--- src/rtl/serial_frame_receiver.sv ---
// serial_frame_receiver: deserialises a strobed time field and 2-channel sample stream into words.
// Ports: clk/reset (sync, active-high); sending_data frame envelope; SL_time/SL_ch start strobes;
//        serial_in[0] time/ch1 bits, serial_in[1] ch2 bits; time_word/time_valid, sample_ch1/ch2/
//        sample_valid, sample_count, frame_done pulse, sticky protocol_error.
module serial_frame_receiver #(
    parameter int TIME_W = 32,
    parameter int CH_W   = 3,
    parameter int CNT_W  = 9
) (
    input  logic              clk,
    input  logic              reset,
    input  logic              sending_data,
    input  logic              SL_time,
    input  logic              SL_ch,
    input  logic [1:0]        serial_in,
    output logic [TIME_W-1:0] time_word,
    output logic              time_valid,
    output logic [CH_W-1:0]   sample_ch1,
    output logic [CH_W-1:0]   sample_ch2,
    output logic              sample_valid,
    output logic [CNT_W-1:0]  sample_count,
    output logic              frame_done,
    output logic              protocol_error
);
    localparam int BW = $clog2(TIME_W > CH_W ? TIME_W : CH_W);
    localparam logic [BW-1:0] T_LAST = BW'(TIME_W - 1);
    localparam logic [BW-1:0] C_LAST = BW'(CH_W - 1);
    localparam logic [1:0] IDLE = 2'd0, TIME_SHIFT = 2'd1, WAIT_SL = 2'd2, CH_SHIFT = 2'd3;

    logic [1:0]        state_q, state_d;
    logic [BW-1:0]     bit_q, bit_d;
    logic [TIME_W-1:0] sr_q, sr_d, sr_sh;
    logic [CH_W-1:0]   sr2_q, sr2_d, sr2_sh;
    logic [TIME_W-1:0] time_word_q, time_word_d;
    logic [CH_W-1:0]   ch1_q, ch1_d, ch2_q, ch2_d;
    logic [CNT_W-1:0]  cnt_q, cnt_d;
    logic              tv_q, tv_d, sv_q, sv_d, fd_q, fd_d, err_q, err_d;

    // ch1 shares the time shift register: both arrive on serial_in[0] and never overlap.
    assign sr_sh  = {sr_q[TIME_W-2:0], serial_in[0]};
    assign sr2_sh = {sr2_q[CH_W-2:0], serial_in[1]};

    // Shift state defaults to cleared so any (re)entry into a shift state starts fresh
    // and aborted partial words are discarded implicitly.
    always_comb begin
        state_d     = state_q;
        bit_d       = '0;
        sr_d        = '0;
        sr2_d       = '0;
        time_word_d = time_word_q;
        ch1_d       = ch1_q;
        ch2_d       = ch2_q;
        cnt_d       = cnt_q;
        tv_d        = 1'b0;
        sv_d        = 1'b0;
        fd_d        = 1'b0;
        err_d       = err_q;
        case (state_q)
            IDLE: begin
                if (sending_data && SL_time) begin
                    state_d = TIME_SHIFT;
                    cnt_d   = '0;
                    err_d   = SL_ch;
                end else if (SL_ch) begin
                    err_d = 1'b1;
                end
            end
            WAIT_SL: begin
                if (!sending_data) begin
                    fd_d    = 1'b1;
                    state_d = IDLE;
                end else if (SL_time) begin
                    err_d = 1'b1;
                end else if (SL_ch) begin
                    state_d = CH_SHIFT;
                end
            end
            default: begin
                if (!sending_data) begin
                    err_d   = 1'b1;
                    fd_d    = 1'b1;
                    state_d = IDLE;
                end else if (SL_time || SL_ch) begin
                    err_d   = 1'b1;
                    state_d = SL_time ? TIME_SHIFT : CH_SHIFT;
                end else if (state_q == TIME_SHIFT) begin
                    bit_d = bit_q + 1'b1;
                    sr_d  = sr_sh;
                    if (bit_q == T_LAST) begin
                        time_word_d = sr_sh;
                        tv_d        = 1'b1;
                        state_d     = WAIT_SL;
                    end
                end else begin
                    bit_d = bit_q + 1'b1;
                    sr_d  = sr_sh;
                    sr2_d = sr2_sh;
                    if (bit_q == C_LAST) begin
                        ch1_d   = sr_sh[CH_W-1:0];
                        ch2_d   = sr2_sh;
                        sv_d    = 1'b1;
                        cnt_d   = (cnt_q == '1) ? cnt_q : cnt_q + 1'b1;
                        state_d = WAIT_SL;
                    end
                end
            end
        endcase
    end

    always_ff @(posedge clk) begin
        if (reset) begin
            state_q     <= IDLE;
            bit_q       <= '0;
            sr_q        <= '0;
            sr2_q       <= '0;
            time_word_q <= '0;
            ch1_q       <= '0;
            ch2_q       <= '0;
            cnt_q       <= '0;
            tv_q        <= 1'b0;
            sv_q        <= 1'b0;
            fd_q        <= 1'b0;
            err_q       <= 1'b0;
        end else begin
            state_q     <= state_d;
            bit_q       <= bit_d;
            sr_q        <= sr_d;
            sr2_q       <= sr2_d;
            time_word_q <= time_word_d;
            ch1_q       <= ch1_d;
            ch2_q       <= ch2_d;
            cnt_q       <= cnt_d;
            tv_q        <= tv_d;
            sv_q        <= sv_d;
            fd_q        <= fd_d;
            err_q       <= err_d;
        end
    end

    assign time_word      = time_word_q;
    assign time_valid     = tv_q;
    assign sample_ch1     = ch1_q;
    assign sample_ch2     = ch2_q;
    assign sample_valid   = sv_q;
    assign sample_count   = cnt_q;
    assign frame_done     = fd_q;
    assign protocol_error = err_q;
endmodule

--- config.mk ---
export PLATFORM = sky130hd
export DESIGN_NAME = serial_frame_receiver
export DESIGN_NICKNAME = d
export VERILOG_FILES = /design/src/rtl/serial_frame_receiver.sv
export SDC_FILE = /design/constraint.sdc
export NUM_CORES = 1
export LEC_CHECK = 0
export ABC_AREA = 1
export CAP_MARGIN = 15
export CELL_PAD_IN_SITES_DETAIL_PLACEMENT = 2
export CELL_PAD_IN_SITES_GLOBAL_PLACEMENT = 2
export CORE_MARGIN = 4
export CORE_UTILIZATION = 32
export DETAILED_ROUTE_END_ITERATION = 6
export PLACE_DENSITY_LB_ADDON = 0.25
export SETUP_SLACK_MARGIN = 0.05
export SKIP_LAST_GASP = 1
export SYNTH_ARGS = -nofsm -noshare
export SYNTH_HDL_FRONTEND = slang
export SYNTH_SLANG_ARGS = --single-unit
--- constraint.sdc ---
create_clock -name clk -period 3.4 [get_ports clk]
set_clock_uncertainty 0.1 [all_clocks]
set_input_delay 0.85 -clock clk [delete_from_list [all_inputs] [get_ports clk]]
set_output_delay 0.85 -clock clk [all_outputs]
set_load 0.05 [all_outputs]
==> impl_metrics.json <==
{
  "rows": 36,
  "r2r_start": "sample_count[1]",
  "clk_pin_slew_ns": 0.10,
  "ys_warn_count": 0,
  "rsz0062_at_grt": "false",
  "syn_area_per_cell_um2": 7.972,
  "fin_nets": 482,
  "holdCritStartpoint": "sr_q[2]",
  "status": "completed",
  "syn-num-nets": 424,
  "synthesis.instances": 412,
  "drt-total-wl_um": 8932,
  "yosys.area.top_type": "dfxtp_1",
  "ys_types": 22,
  "clock_latency_ns": 0.36,
  "drive_above_1_share_pct": 5.684,
  "path_delay_family": "buffers and inverters",
  "slowest_delay_ns": 0.86,
  "grt-busiest-layer": "met2",
  "design.core.area_um2": 9864,
  "synth-seq-cells": 91,
  "dp_cells": 592,
  "post-route-period-util_pct": 77.47,
  "fin_crit_ns": 2.634,
  "ys_seq_area_share_pct": 55.47,
  "final_cell_mix": "dfxtp_1 (91), nor2_1 (71), inv_1 (57), clkdlybuf4s50_1 (57), nand2_1 (54)",
  "die_area_um2": 11950,
  "worstSetupStartpointType": "flop",
  "use_met2_pct": 29.25,
  "fin_setup_tns_ns": 0,
  "areaGrowthSynthToFinish_pct": 27.31,
  "slowest_stage": "clkdlybuf4s50_1",
  "slew_headroom_pct": 65.20,
  "hold_viol": 0,
  "grt_pass1_vias": 3113,
  "fmax_ghz": 0.3797,
  "die_h_um": 109.3,
  "slew_violations": 0,
  "cp.depth": 1,
  "timing.rr.end": "sample_count[8]",
  "worstPathMaxFanout": 7,
  "clockRootBuffer": "clkbuf_8",
  "min_path_cells": 2,
  "wire_per_inst_um": 14.69,
  "ir_worst_vdd_v": 0.0001731,
  "gp_congestion": 0.7551,
  "vias": 2845,
  "port_buffers": 57,
  "p_per_area_nw_per_um2": 490.0,
  "reg2reg_slack_ns": 1.14,
  "synth_area_leaders": "dfxtp_1 (55%), nor2_1 (8.1%), a21oi_1 (6.7%)",
  "dr.first_iter.drc_count": 107,
  "p_total_mw": 2.049,
  "clk_path_buf_depth": 2,
  "use_met1_pct": 19.36,
  "ctsHoldBuffers": 0,
  "tightest_slew_ns": 0.5204,
  "diodes": 0,
  "hpwl_um": 6191,
  "hold_ws_ns": 0.3485,
  "initial_core_util_pct": 33.30,
  "cts_tree": "built",
  "synth_top_area_share_pct": 55.47,
  "layout_commonest_cell": "dfxtp_1",
  "cts.sink_count": 91,
  "grt_pass1_wl_um": 15150,
  "grt.total_usage_pct": 16.24,
  "arrival_ns": 1.68,
  "min_path_type": "flop to flop",
  "setup_viol_count_final": 0,
  "dieWidth_um": 109.3,
  "ctsResizeCount": 0,
  "max-cap-violations": 0,
  "post-place-ws_ns": 0.5946,
  "pin_count": 58,
  "end_kind": "output pin",
  "antenna_found_initial": 0,
  "cp_data_required_time_ns": 2.45,
  "firstDrtPassIters": 4,
  "syn-cell-area_um2": 3284,
  "drc": 0,
  "htreeDepth": 3,
  "cts_setup_buffers": 0,
  "critical_path_buf_inv_count": 1,
  "cts_inserted_buffers": 9,
  "grt_max_degree": 65,
  "grt.overflow.total": 0,
  "worstSetupPathType": "flop to output pin",
  "vias_per_cell": 4.679,
  "worstPathCellList": "clkdlybuf4s50_1",
  "setup_slack_ns": 0.7661,
  "grt_use_met3_pct": 4.345,
  "r2r_cells": 13,
  "hold_end": "sr_q[3]",
  "instances_no_fill": 608,
  "p_leak_nw": 1.545,
  "antenna_left": 0
}
==> how the worst max path moves through the flow <==
stage                            to            start
floorplan           sample_count[1]  sample_count[1]
global placement      sample_ch2[0]          SL_time
detailed placement         bit_q[2]          SL_time
CTS                 sample_count[2]  sample_count[2]
global route        sample_count[2]  sample_count[2]
finish              sample_count[2]  sample_count[2]
==> cells by family after synthesis <==
family,after synthesis,synth area share (%)
compound gates,88,13.64
buf+inv,75,9.600
simple gates,153,19.39
flops,91,55.47
fa+ha+maj,5,1.905
==> where the power goes <==
group	internal [mW]	switching [mW]
clock network	0.348	0.401
logic	0.0596	0.146
registers	1.08	0.0159
==> cell usage after synthesis <==
library cell,instances
nor2_2,1
o21a_1,1
nor2_1,71
nor3_1,5
a21oi_1,44
inv_1,57
inv_2,3
nand3_1,15
ha_1,5
o21ai_0,40
nor3b_1,3
buf_2,6
clkbuf_1,5
nand2_1,54
buf_6,3
nand2_2,2
o211ai_1,2
buf_4,1
o21ai_1,1
nand3b_1,1
dfxtp_1,91
nor3b_4,1
==> area by class of cell <==
type                            instances  area [um2]
Clock inverter                          6       72.57
Tap cell                              133       166.4
Fill cell                            1098        5683
Sequential cell                        91        1822
Clock buffer                           10       127.6
Multi-Input combinational cell        246        1147
Timing Repair Buffer                   62       620.6
Inverter                               60       225.2
==> layer usage <==
metal  share of wire, %  up-vias
li1                   -     1406
met5                  0        -
met3                3.0       10
met4               0.94        0
met2                 51       40
met1                 45     1389
==> sequential cells by signal, indices dropped and copies added (netlist names) <==
| signal | flops |
|---|---|
| sr2_q | 2 |
| sample_ch1 | 3 |
| time_valid | 1 |
| sr_q | 31 |
| protocol_error | 1 |
| sample_valid | 1 |
| sample_ch2 | 3 |
| sample_count | 9 |
| state_q | 2 |
| bit_q | 5 |
| time_word | 32 |
| frame_done | 1 |
==> through the flow <==
| stage | cell area, um2 | util (%) |
|---|---|---|
| after floorplan | 3284 | - |
| after global placement | 3981 | 40.36 |
| after detailed placement | 3981 | 40.36 |
| after CTS | 4182 | 42.39 |
| after global routing | 4182 | 42.39 |
| final | 4182 | 42.39 |
Note: power is estimated with default switching activity, not from simulation.
